--- src/rtl/cache_refill_ctrl.sv ---
// cache_refill_ctrl: services one cache miss at a time. A dirty victim line is
// first written back word by word (read data RAM, load write buffer, issue
// memory write), then the new line is fetched word by word (issue memory read,
// wait for response, write data RAM). The dirty table is cleared on completion.
// Write-hit dirty marks are accepted only while idle and take priority over a
// new miss in the same cycle.
//
// Handshake semantics: a transfer on miss_valid_i/miss_ready_o or on
// mem_req_valid_o/mem_req_ready_i happens on a rising edge where both are 1;
// while valid is high and ready is low, the requester holds every payload
// field stable. At most one memory request is outstanding.
//
// Address layout: {tag, index, word[1:0], 2'b00}, so TAG_W + IDX_W + 4 must be 32.
module cache_refill_ctrl #(
    parameter int IDX_W = 8,
    parameter int TAG_W = 20
) (
    input  logic             clk,
    input  logic             rst_n,
    input  logic             miss_valid_i,
    output logic             miss_ready_o,
    input  logic [IDX_W-1:0] miss_index_i,
    input  logic [TAG_W-1:0] miss_tag_i,
    input  logic [TAG_W-1:0] victim_tag_i,
    input  logic             set_dirty_i,
    input  logic [IDX_W-1:0] set_index_i,
    output logic [IDX_W-1:0] dirty_index_o,
    output logic             dirty_wr_en_o,
    output logic             dirty_wr_dirty_o,
    input  logic             dirty_rd_i,
    output logic             line_rd_en_o,
    output logic             line_wr_en_o,
    output logic [1:0]       line_word_o,
    output logic [31:0]      line_wdata_o,
    input  logic [31:0]      line_rdata_i,
    output logic             mem_req_valid_o,
    input  logic             mem_req_ready_i,
    output logic             mem_we_o,
    output logic [31:0]      mem_addr_o,
    output logic [31:0]      mem_wdata_o,
    input  logic             mem_rvalid_i,
    input  logic [31:0]      mem_rdata_i,
    output logic             done_o,
    output logic [2:0]       dbg_state_o
);

    typedef enum logic [2:0] {
        IDLE    = 3'd0,
        CHK     = 3'd1,
        WB_RD   = 3'd2,
        WB_LD   = 3'd3,
        WB_REQ  = 3'd4,
        RF_REQ  = 3'd5,
        RF_WAIT = 3'd6,
        FIN     = 3'd7
    } state_t;

    state_t             r_state;
    state_t             w_state_nxt;
    logic [1:0]         r_wcnt;
    logic [1:0]         w_wcnt_nxt;
    logic [IDX_W-1:0]   r_index;
    logic [TAG_W-1:0]   r_miss_tag;
    logic [TAG_W-1:0]   r_victim_tag;
    logic [31:0]        r_wdata;
    logic               w_accept;

    assign mem_wdata_o = r_wdata;
    assign dbg_state_o = r_state;

    // State, word counter, latched miss fields and write-back data buffer.
    always_ff @(posedge clk or negedge rst_n) begin
        if (!rst_n) begin
            r_state      <= IDLE;
            r_wcnt       <= 2'd0;
            r_index      <= '0;
            r_miss_tag   <= '0;
            r_victim_tag <= '0;
            r_wdata      <= 32'd0;
        end else begin
            r_state <= w_state_nxt;
            r_wcnt  <= w_wcnt_nxt;
            if (w_accept) begin
                r_index      <= miss_index_i;
                r_miss_tag   <= miss_tag_i;
                r_victim_tag <= victim_tag_i;
            end
            if (r_state == WB_LD) begin
                r_wdata <= line_rdata_i;
            end
        end
    end

    // Next-state, counter update and all strobes, decoded from the current state.
    always_comb begin
        w_state_nxt      = r_state;
        w_wcnt_nxt       = r_wcnt;
        w_accept         = 1'b0;
        miss_ready_o     = 1'b0;
        dirty_index_o    = r_index;
        dirty_wr_en_o    = 1'b0;
        dirty_wr_dirty_o = 1'b0;
        line_rd_en_o     = 1'b0;
        line_wr_en_o     = 1'b0;
        line_word_o      = r_wcnt;
        line_wdata_o     = 32'd0;
        mem_req_valid_o  = 1'b0;
        mem_we_o         = 1'b0;
        mem_addr_o       = 32'd0;
        done_o           = 1'b0;

        case (r_state)
            IDLE: begin
                miss_ready_o = !set_dirty_i;
                if (set_dirty_i) begin
                    // A dirty mark wins the table port; the miss waits a cycle.
                    dirty_wr_en_o    = 1'b1;
                    dirty_wr_dirty_o = 1'b1;
                    dirty_index_o    = set_index_i;
                end else begin
                    // Present the miss index so the dirty bit is ready in CHK.
                    dirty_index_o = miss_index_i;
                    if (miss_valid_i) begin
                        w_accept    = 1'b1;
                        w_wcnt_nxt  = 2'd0;
                        w_state_nxt = CHK;
                    end
                end
            end
            CHK: begin
                w_state_nxt = dirty_rd_i ? WB_RD : RF_REQ;
            end
            WB_RD: begin
                line_rd_en_o = 1'b1;
                w_state_nxt  = WB_LD;
            end
            WB_LD: begin
                w_state_nxt = WB_REQ;
            end
            WB_REQ: begin
                mem_req_valid_o = 1'b1;
                mem_we_o        = 1'b1;
                mem_addr_o      = {r_victim_tag, r_index, r_wcnt, 2'b00};
                if (mem_req_ready_i) begin
                    w_wcnt_nxt  = r_wcnt + 2'd1;
                    w_state_nxt = (r_wcnt == 2'd3) ? RF_REQ : WB_RD;
                end
            end
            RF_REQ: begin
                mem_req_valid_o = 1'b1;
                mem_addr_o      = {r_miss_tag, r_index, r_wcnt, 2'b00};
                if (mem_req_ready_i) begin
                    w_state_nxt = RF_WAIT;
                end
            end
            RF_WAIT: begin
                if (mem_rvalid_i) begin
                    line_wr_en_o = 1'b1;
                    line_wdata_o = mem_rdata_i;
                    w_wcnt_nxt   = r_wcnt + 2'd1;
                    w_state_nxt  = (r_wcnt == 2'd3) ? FIN : RF_REQ;
                end
            end
            FIN: begin
                dirty_wr_en_o = 1'b1;
                done_o        = 1'b1;
                w_state_nxt   = IDLE;
            end
            default: begin
                w_state_nxt = IDLE;
            end
        endcase
    end

endmodule

--- config.mk ---
export PLATFORM = sky130hd
export DESIGN_NAME = cache_refill_ctrl
export DESIGN_NICKNAME = d
export VERILOG_FILES = /design/src/rtl/cache_refill_ctrl.sv
export SDC_FILE = /design/constraint.sdc
export NUM_CORES = 1
export LEC_CHECK = 0
export CAP_MARGIN = 20
export CORE_MARGIN = 2
export CORE_UTILIZATION = 42
export DETAILED_ROUTE_END_ITERATION = 10
export HOLD_SLACK_MARGIN = 0.12
export PLACE_DENSITY = 0.87
export RECOVER_POWER = 25
export SYNTH_ARGS = -nofsm -noshare
export SYNTH_HDL_FRONTEND = slang
export SYNTH_SLANG_ARGS = --single-unit
--- constraint.sdc ---
create_clock -name clk -period 2.7 [get_ports clk]
set_input_delay 0.54 -clock clk [delete_from_list [all_inputs] [get_ports clk]]
set_output_delay 0.54 -clock clk [all_outputs]
set_load 0.1 [all_outputs]
==> Word level (Yosys, flattened, before mapping) <==
Index checks and enable logic that the tools add are counted.
{ "word_totals": {"output_inout_bits": 117, "register_bits": 85, "wordCells": 58, "in_bits": 127} }
{ "classes": {"eq_ne": 13, "addsub": 1, "mux": 32, "n_reduce_logical": 6} }
{ "op_table": {"columns": ["op", "count"], "rows": [
  ["32-bit two-way mux", 2],
  ["32-bit case mux with 2 select lines", 1],
  ["3-bit case mux with 8 select lines", 1],
  ["3-bit two-way mux", 7],
  ["8-bit two-way mux", 2],
  ["3-bit == test (second input constant)", 4],
  ["1-bit two-way mux", 12],
  ["2-bit two-way mux", 5],
  ["2-bit != test (second input constant)", 5],
  ["5-bit AND reduction", 2],
  ["3-bit by 2-bit == test with 1-bit output (second input constant)", 2],
  ["2-bit case mux with 3 select lines", 1],
  ["3-bit by 1-bit == test with 1-bit output (second input constant)", 1],
  ["3-bit zero test", 1],
  ["3-bit nonzero test", 1],
  ["2-bit by 1-bit adder with 2-bit output (second input constant)", 1],
  ["2-bit == test (second input constant)", 1],
  ["1-bit case mux with 2 select lines", 1],
  ["2-bit OR reduction", 1],
  ["1-bit zero test", 1]
]} }

==> Logic depth before layout (Yosys ltp) <==
Gate-level depths: netlist (run 1).
{ "depth": {"ltp_word": 4, "ltp_mapped": 6, "depth_no_buf": 5} }

==> Worst setup path before layout (run 1) <==
Ideal clock, no wire load.
{ "synth_path": {"kind": "register to output", "startpoint": "register r_state[0] (netlist: dbg_state_o[0])", "endpoint": "output miss_ready_o", "required_time_ns": 2.160, "arrival_ns": 4.318, "stages_incl_launch_ff": 5, "n_path_buf": 3, "path_slack_ns": -2.158, "cell_sequence": "dfrtp_1 > buf_4 > buf_2 > buf_2 > nor4_1"} }
{ "synth_between": {"elab_chain_cells": 2} }
{ "synth_lines": {"columns": ["element", "line", "text"], "rows": [
  ["start, declared", "58", "state_t r_state;"],
  ["start signal, assigned", "81", "r_state <= w_state_nxt;"],
  ["3-bit zero test", "112", "case (r_state)"],
  ["1-bit two-way mux", "112", null],
  ["end, declared", "21", "output logic miss_ready_o,"]
]} }
Every way passes these cells.

==> Worst setup path after layout (run 1) <==
{ "layout_path": {"startpoint": "register r_state[2] (netlist: dbg_state_o[2])", "endpoint": "output dirty_wr_en_o"} }
{ "layout_between": {"elab_chain_cells": 2, "word_cells_on_any_way": 3, "classes_between": "eq/ne (1); mux (1); reduce/logical (1)"} }
{ "layout_lines": {"columns": ["element", "line", "text"], "rows": [
  ["3-bit == test / 3-bit zero test (equally long branches)", "112", null],
  ["1-bit case mux with 2 select lines *", "112", null],
  ["end, declared", "28", "output logic dirty_wr_en_o,"]
]} }
Mark *: on every way between the ends. The rest lies on a longest branch, timed or not.

==> flow_summary.toml, run 1 <==
[outcome]
status = "finished clean"

[logic_synthesis]
synthCells = 337
synth_flop_cell = "dfrtp_1"
synth_top_area_share_pct = 49.68
syn_avg_cell_area_um2 = 12.71
synthTopCellsByArea = "dfrtp_1 (50%), mux2_4 (13%), mux2_2 (8.4%), mux2i_1 (7.0%), and2_1 (6.3%)"
synth_edf_count = 0
yosysTopAreaCell = "dfrtp_1"
async_reset_ff_share_pct = 100.0
ys_ff_latch = 85
synth_cell_types = 33
netlist_area_um2 = 4282
synth_seq_area_share_pct = 49.68
yosysWarningCount = 0
yosys-top-cells-count = "dfrtp_1 (85), and2_1 (43), mux2_4 (36)"
yosysMostFrequentCell = "dfrtp_1"

[cells_and_area]
fillCellCount = 558
fin_area_um2 = 8058
fin_util_pct = 82.06
fin_nets = 701
layout-drive-gt1-share_pct = 49.83
diodes = 0
instances_no_fill = 711
area_growth_pct = 88.19

[timing]
finalWorstSetupSlack_ns = 0.1396
fin_skew_ns = 0.009497
fmax_ghz = 0.3906
min_period_ns = 2.560
rsz0062_at_grt = "no"
setup_viol = 0
maxSlewHeadroom_pct = 24.08
drv_slew = 0
finalCritPeriodShare_pct = 94.83
worst_pin_slew_ns = 1.139
finalHoldViolCount = 0

[floorplanning]
initial_core_util_pct = 43.60
dieHeight_um = 105.0
rows = 36
die_w_um = 105.0
io_pins = 244
die-area_um2 = 11020
core_um2 = 9819

[clock_tree]
cts.reportedPaths.clkPinSlew_ns = 0.09
insertion_delay_ns = 0.35
postCtsSetupBuffers = 0
cts.sinks = 85
cts_tree = "done"
cts_buffers = 9
hold_buffers = 0
clock_path_buffers = 2
post_cts_resized = 0
cts-htree-levels = 3
cts_root_buf = "clkbuf_8"

[placed_design]
gp_congestion = 0.8321
place.detailed.hpwl_um = 10760
dp_slack_ns = 0.2547
placed_cells = 695
io_buffers = 241
place_area_um2 = 7848

[detailed_routing]
drc = 0
drt_wl_total_um = 13660
num_vias = 3518
ant_nets = 0
drt-pass1-iter-count = 4
vias_per_cell = 4.948
dr.first_iter.drc_count = 132
post_drt_wl_per_cell_um = 19.21

[critical_path]
cp_slowest_cell = "dfrtp_4"
worstSetupEndpointType = "output pin"
crit_path_max_fanout = 18
slowest_delay_ns = 0.59
worstPathArrival_ns = 2.02
critPathKind = "reg2out"
cp-start-kind = "register"
crit_required_ns = 2.16
path_cells = "nor3_4 -> buf_4 -> and2_2 -> or2_4 -> buf_12"

[global_route]
grt_pass1_wl_um = 21940
grt_overflow = 0
grt_max_degree = 45
grt_usage_pct = 25.68
antenna_found_initial = 0
first_global_vias = 3917

[hold_path]
hp-class = "in2async"

[flow_run]
drv_cap = 0
final cells by class:
cell class	instances	area [um^2]	share of cell area, %
clock buffers	11	141.4	1.755
clock inverters	5	83.83	1.040
inverters	3	11.26	0.1398
multi-input cells	225	2316	28.74
flip-flops and latches	85	2136	26.51
well taps	133	166.4	2.065
repair buffers	249	3203	39.75
layout by cell type (no fill, tap or decap), drive strengths merged:
master / instances
a211oi: 1
a21oi: 11
and2: 43
buf: 122
bufinv: 2
clkbuf: 13
clkdlybuf4s50: 125
clkinv: 1
clkinvlp: 2
conb: 2
dfrtp: 85
ha: 1
inv: 3
mux2: 80
mux2i: 30
nand2: 3
nand2b: 2
nand3: 2
nand3b: 1
nor2: 32
nor2b: 1
nor3: 1
nor3b: 2
nor4: 1
o21a: 1
o21ai: 3
o22ai: 1
o32ai: 2
o41ai: 2
or2: 2
xor2: 1
worst paths after layout:
path	startpoint	to	slack (ns)	cells past startpoint
hold / removal	rst_n	r_miss_tag[4]	0.39	1
setup reg to reg	dbg_state_o[2]	r_victim_tag[5]	0.55	5
setup / recovery	dbg_state_o[2]	dirty_wr_en_o	0.14	5
hold reg to reg	r_victim_tag[4]	r_victim_tag[4]	0.49	1
min in group clk	r_victim_tag[4]	r_victim_tag[4]	0.49	1
max in group asynchronous	rst_n	r_miss_tag[10]	0.67	2
flip-flops by register name (all words and copies together), names as in the netlist:
| register | count |
|---|---|
| r_victim_tag | 20 |
| mem_wdata_o | 32 |
| line_word_o | 2 |
| dbg_state_o | 3 |
| r_miss_tag | 20 |
| r_index | 8 |
logic make-up (layout without fill, tap and decap cells):
family                     after synthesis  after routing  share of synthesized area, %
buffers and inverters                   28            268                         3.945
AOI/OAI and AO/OA                       21             21                         2.952
other                                    1              2                       0.08758
DFF                                     85             85                         49.68
adders and majority gates                1              1                        0.2922
and+or+nand+nor                         90             90                         11.63
xor gates and xnor gates                 1              1                        0.2046
muxes                                  110            110                         31.21
layer usage:
metal	vias up	share of wire [%]	global-route usage, %	wire length [um]
met2	155	55	46.94	7546
met3	27	6.9	6.925	942
met4	0	3.3	10.95	444
met1	1709	35	27.71	4723
met5	-	0	0	0
li1	1627	-	-	-
worst max-delay path, delay by kind of cell, from the launching register on:
family | cells | cell delay (ns)
flip-flops | 1 | 0.59
AND/OR/NAND/NOR | 3 | 0.57
buffers and inverters | 2 | 0.50
through the flow:
step / hold slack (ns) / setup TNS (ns)
after floorplan: 0.2444 / -0.6132
after global placement: 0.4725 / 0
after detailed placement: 0.4838 / 0
after CTS: 0.1813 / 0
after global routing: 0.4589 / 0
final: 0.3912 / 0
Power of run 1 is not shown: default switching activity piles up to over one toggle a cycle in this logic, so the estimate is an artifact.
==> run 2, diff against run 1 <==
--- a/config.mk
+++ b/config.mk
@@ -7,10 +7,10 @@
 export LEC_CHECK = 0
 export CAP_MARGIN = 20
 export CORE_MARGIN = 2
-export CORE_UTILIZATION = 42
+export CORE_UTILIZATION = 39
 export DETAILED_ROUTE_END_ITERATION = 10
 export HOLD_SLACK_MARGIN = 0.12
-export PLACE_DENSITY = 0.87
+export PLACE_DENSITY = 0.82
 export RECOVER_POWER = 25
 export SYNTH_ARGS = -nofsm -noshare
 export SYNTH_HDL_FRONTEND = slang
==> constraint.sdc (replaced) <==
create_clock -name clk -period 2.6 [get_ports clk]
set_input_delay 0.52 -clock clk [delete_from_list [all_inputs] [get_ports clk]]
set_output_delay 0.52 -clock clk [all_outputs]
set_load 0.1 [all_outputs]
==> run 2 against run 1 <==
Critical path depth unchanged. Sequential share of layout area down 0.42 points. First-iteration DRC count up 25%. Die area up 7.4%. Via count down 0.60%. Non-clock buffer count up 7. Flip-flop and latch count unchanged. Count of clock-buffer cells in the layout up 2. Final area up 1.6%. Utilization down 6.2 points. Register-to-register slack better by 0.06 ns. Setup slack better by 0.010 ns. Critical path type unchanged. Highest routed layer unchanged.
==> flow_summary.toml, run 2 (synthesized netlist as in run 1, its figures left out) <==
[outcome]
status = "finished clean"

[clock_tree]
cts_root_buf = "clkbuf_8"
cts-htree-levels = 3
clock_path_buffers = 2
insertion_delay_ns = 0.35
post_cts_resized = 0
cts_buffers = 9
cts_tree = "done"
cts.sinks = 85
cts.reportedPaths.clkPinSlew_ns = 0.08

[critical_path]
cp_slowest_cell = "dfrtp_4"
path_cells = "nand2_1 -> nor3b_2 -> buf_12 -> and2_2 -> buf_12"
crit_path_frequent_cell = "buf_12"
critPathBufInv = 2
worstPathArrival_ns = 1.93
worstSetupEndpointType = "output pin"
crit_required_ns = 2.08
r2r_setup_slack_ns = 0.61
cp-start-kind = "register"
crit_path_max_fanout = 33
crit_family = "simple AND/OR/NAND/NOR gates"
critPathKind = "reg2out"
slowest_delay_ns = 0.56

[detailed_routing]
highest_layer = "met4"
dr.first_iter.drc_count = 165
ant_nets = 0
wl_met1_um = 4321
post_drt_wl_per_cell_um = 17.52
wl_met2_um = 7297
drt_wl_total_um = 12700
drc = 0
drt-pass1-iter-count = 7
wl_met3_um = 969
num_vias = 3497
vias_per_cell = 4.823

[timing]
finalHoldViolCount = 0
setup_total_negative_slack_ns = 0
min_period_ns = 2.450
setup_viol = 0
holdWs_ns = 0.3362
maxSlewHeadroom_pct = 24.74
fmax_ghz = 0.4081
rsz0062_at_grt = "no"
drv_slew = 0
worst_pin_slew_ns = 1.129
fin_skew_ns = 0.009144
finalCritPeriodShare_pct = 94.24

[global_route]
first_global_vias = 3676
grt_pass1_wl_um = 19410
grt_usage_pct = 21.45
grt_max_degree = 46
grt_overflow = 0
antenna_found_initial = 0

[flow_run]
drv_cap = 0

[placed_design]
gp_congestion = 0.7572
place.detailed.hpwl_um = 9958
placed_cells = 704
io_buffers = 241

[cells_and_area]
final_cell_mix = "clkdlybuf4s50_1 (125), buf_12 (85), dfrtp_1 (82), buf_4 (44), mux2_4 (36)"
largest_reg_flops = 32
area_growth_pct = 91.23
final_common_cell = "clkdlybuf4s50_1"
fin_nets = 708
diodes = 0
layout-drive-gt1-share_pct = 50.77
fin_util_pct = 75.86
instances_no_fill = 725

[floorplanning]
initial_core_util_pct = 39.67
io_pins = 244
dieHeight_um = 108.8
die_w_um = 108.8
core_um2 = 10790
die-area_um2 = 11830
rows = 38

[hold_path]
hp-class = "in2async"
-- run 2: per-stage QoR --
stage	setup WS, ns	area, um^2
4_1_cts	0.08294	8183
2_1_floorplan	-0.1014	4683
5_1_grt	0.05052	8188
3_3_place_gp	0.2781	7941
3_5_place_dp	0.2418	7941
6_report	0.1499	8188
-- run 2: final timing paths --
| check | startpoint | cells past startpoint | end |
|---|---|---|---|
| setup / recovery | dbg_state_o[2] | 5 | line_wdata_o[20] |
| hold / removal | rst_n | 1 | mem_wdata_o[18] |
| setup reg to reg | dbg_state_o[2] | 2 | mem_wdata_o[9] |
| hold reg to reg | r_victim_tag[3] | 1 | r_victim_tag[3] |
| max in group asynchronous | rst_n | 2 | r_miss_tag[5] |
| min in group clk | r_victim_tag[3] | 1 | r_victim_tag[3] |
-- run 2: area by class of cell --
cell class                      instances  area (um^2)
Tap cell                              140        175.2
Clock buffer                           13        158.9
Timing Repair Buffer                  256         3293
Inverter                                3        11.26
Sequential cell                        85         2136
Clock inverter                          3        67.56
Fill cell                             682         2605
Multi-Input combinational cell        225         2346
-- run 2: what timing repair did --
action,CTS,global route
cloned,0,0
setup buffers,2,3
pin swaps,1,0
endpoints found under the setup margin,1,23
hold buffers,0,0
-- run 2: metal layers --
layer / global-route usage (%) / up-vias
li1: - / 1636
met2: 41.70 / 146
met5: 0 / -
met4: 5.861 / 0
met1: 22.00 / 1709
met3: 6.515 / 6
Power of run 2 is left out for the same reason.
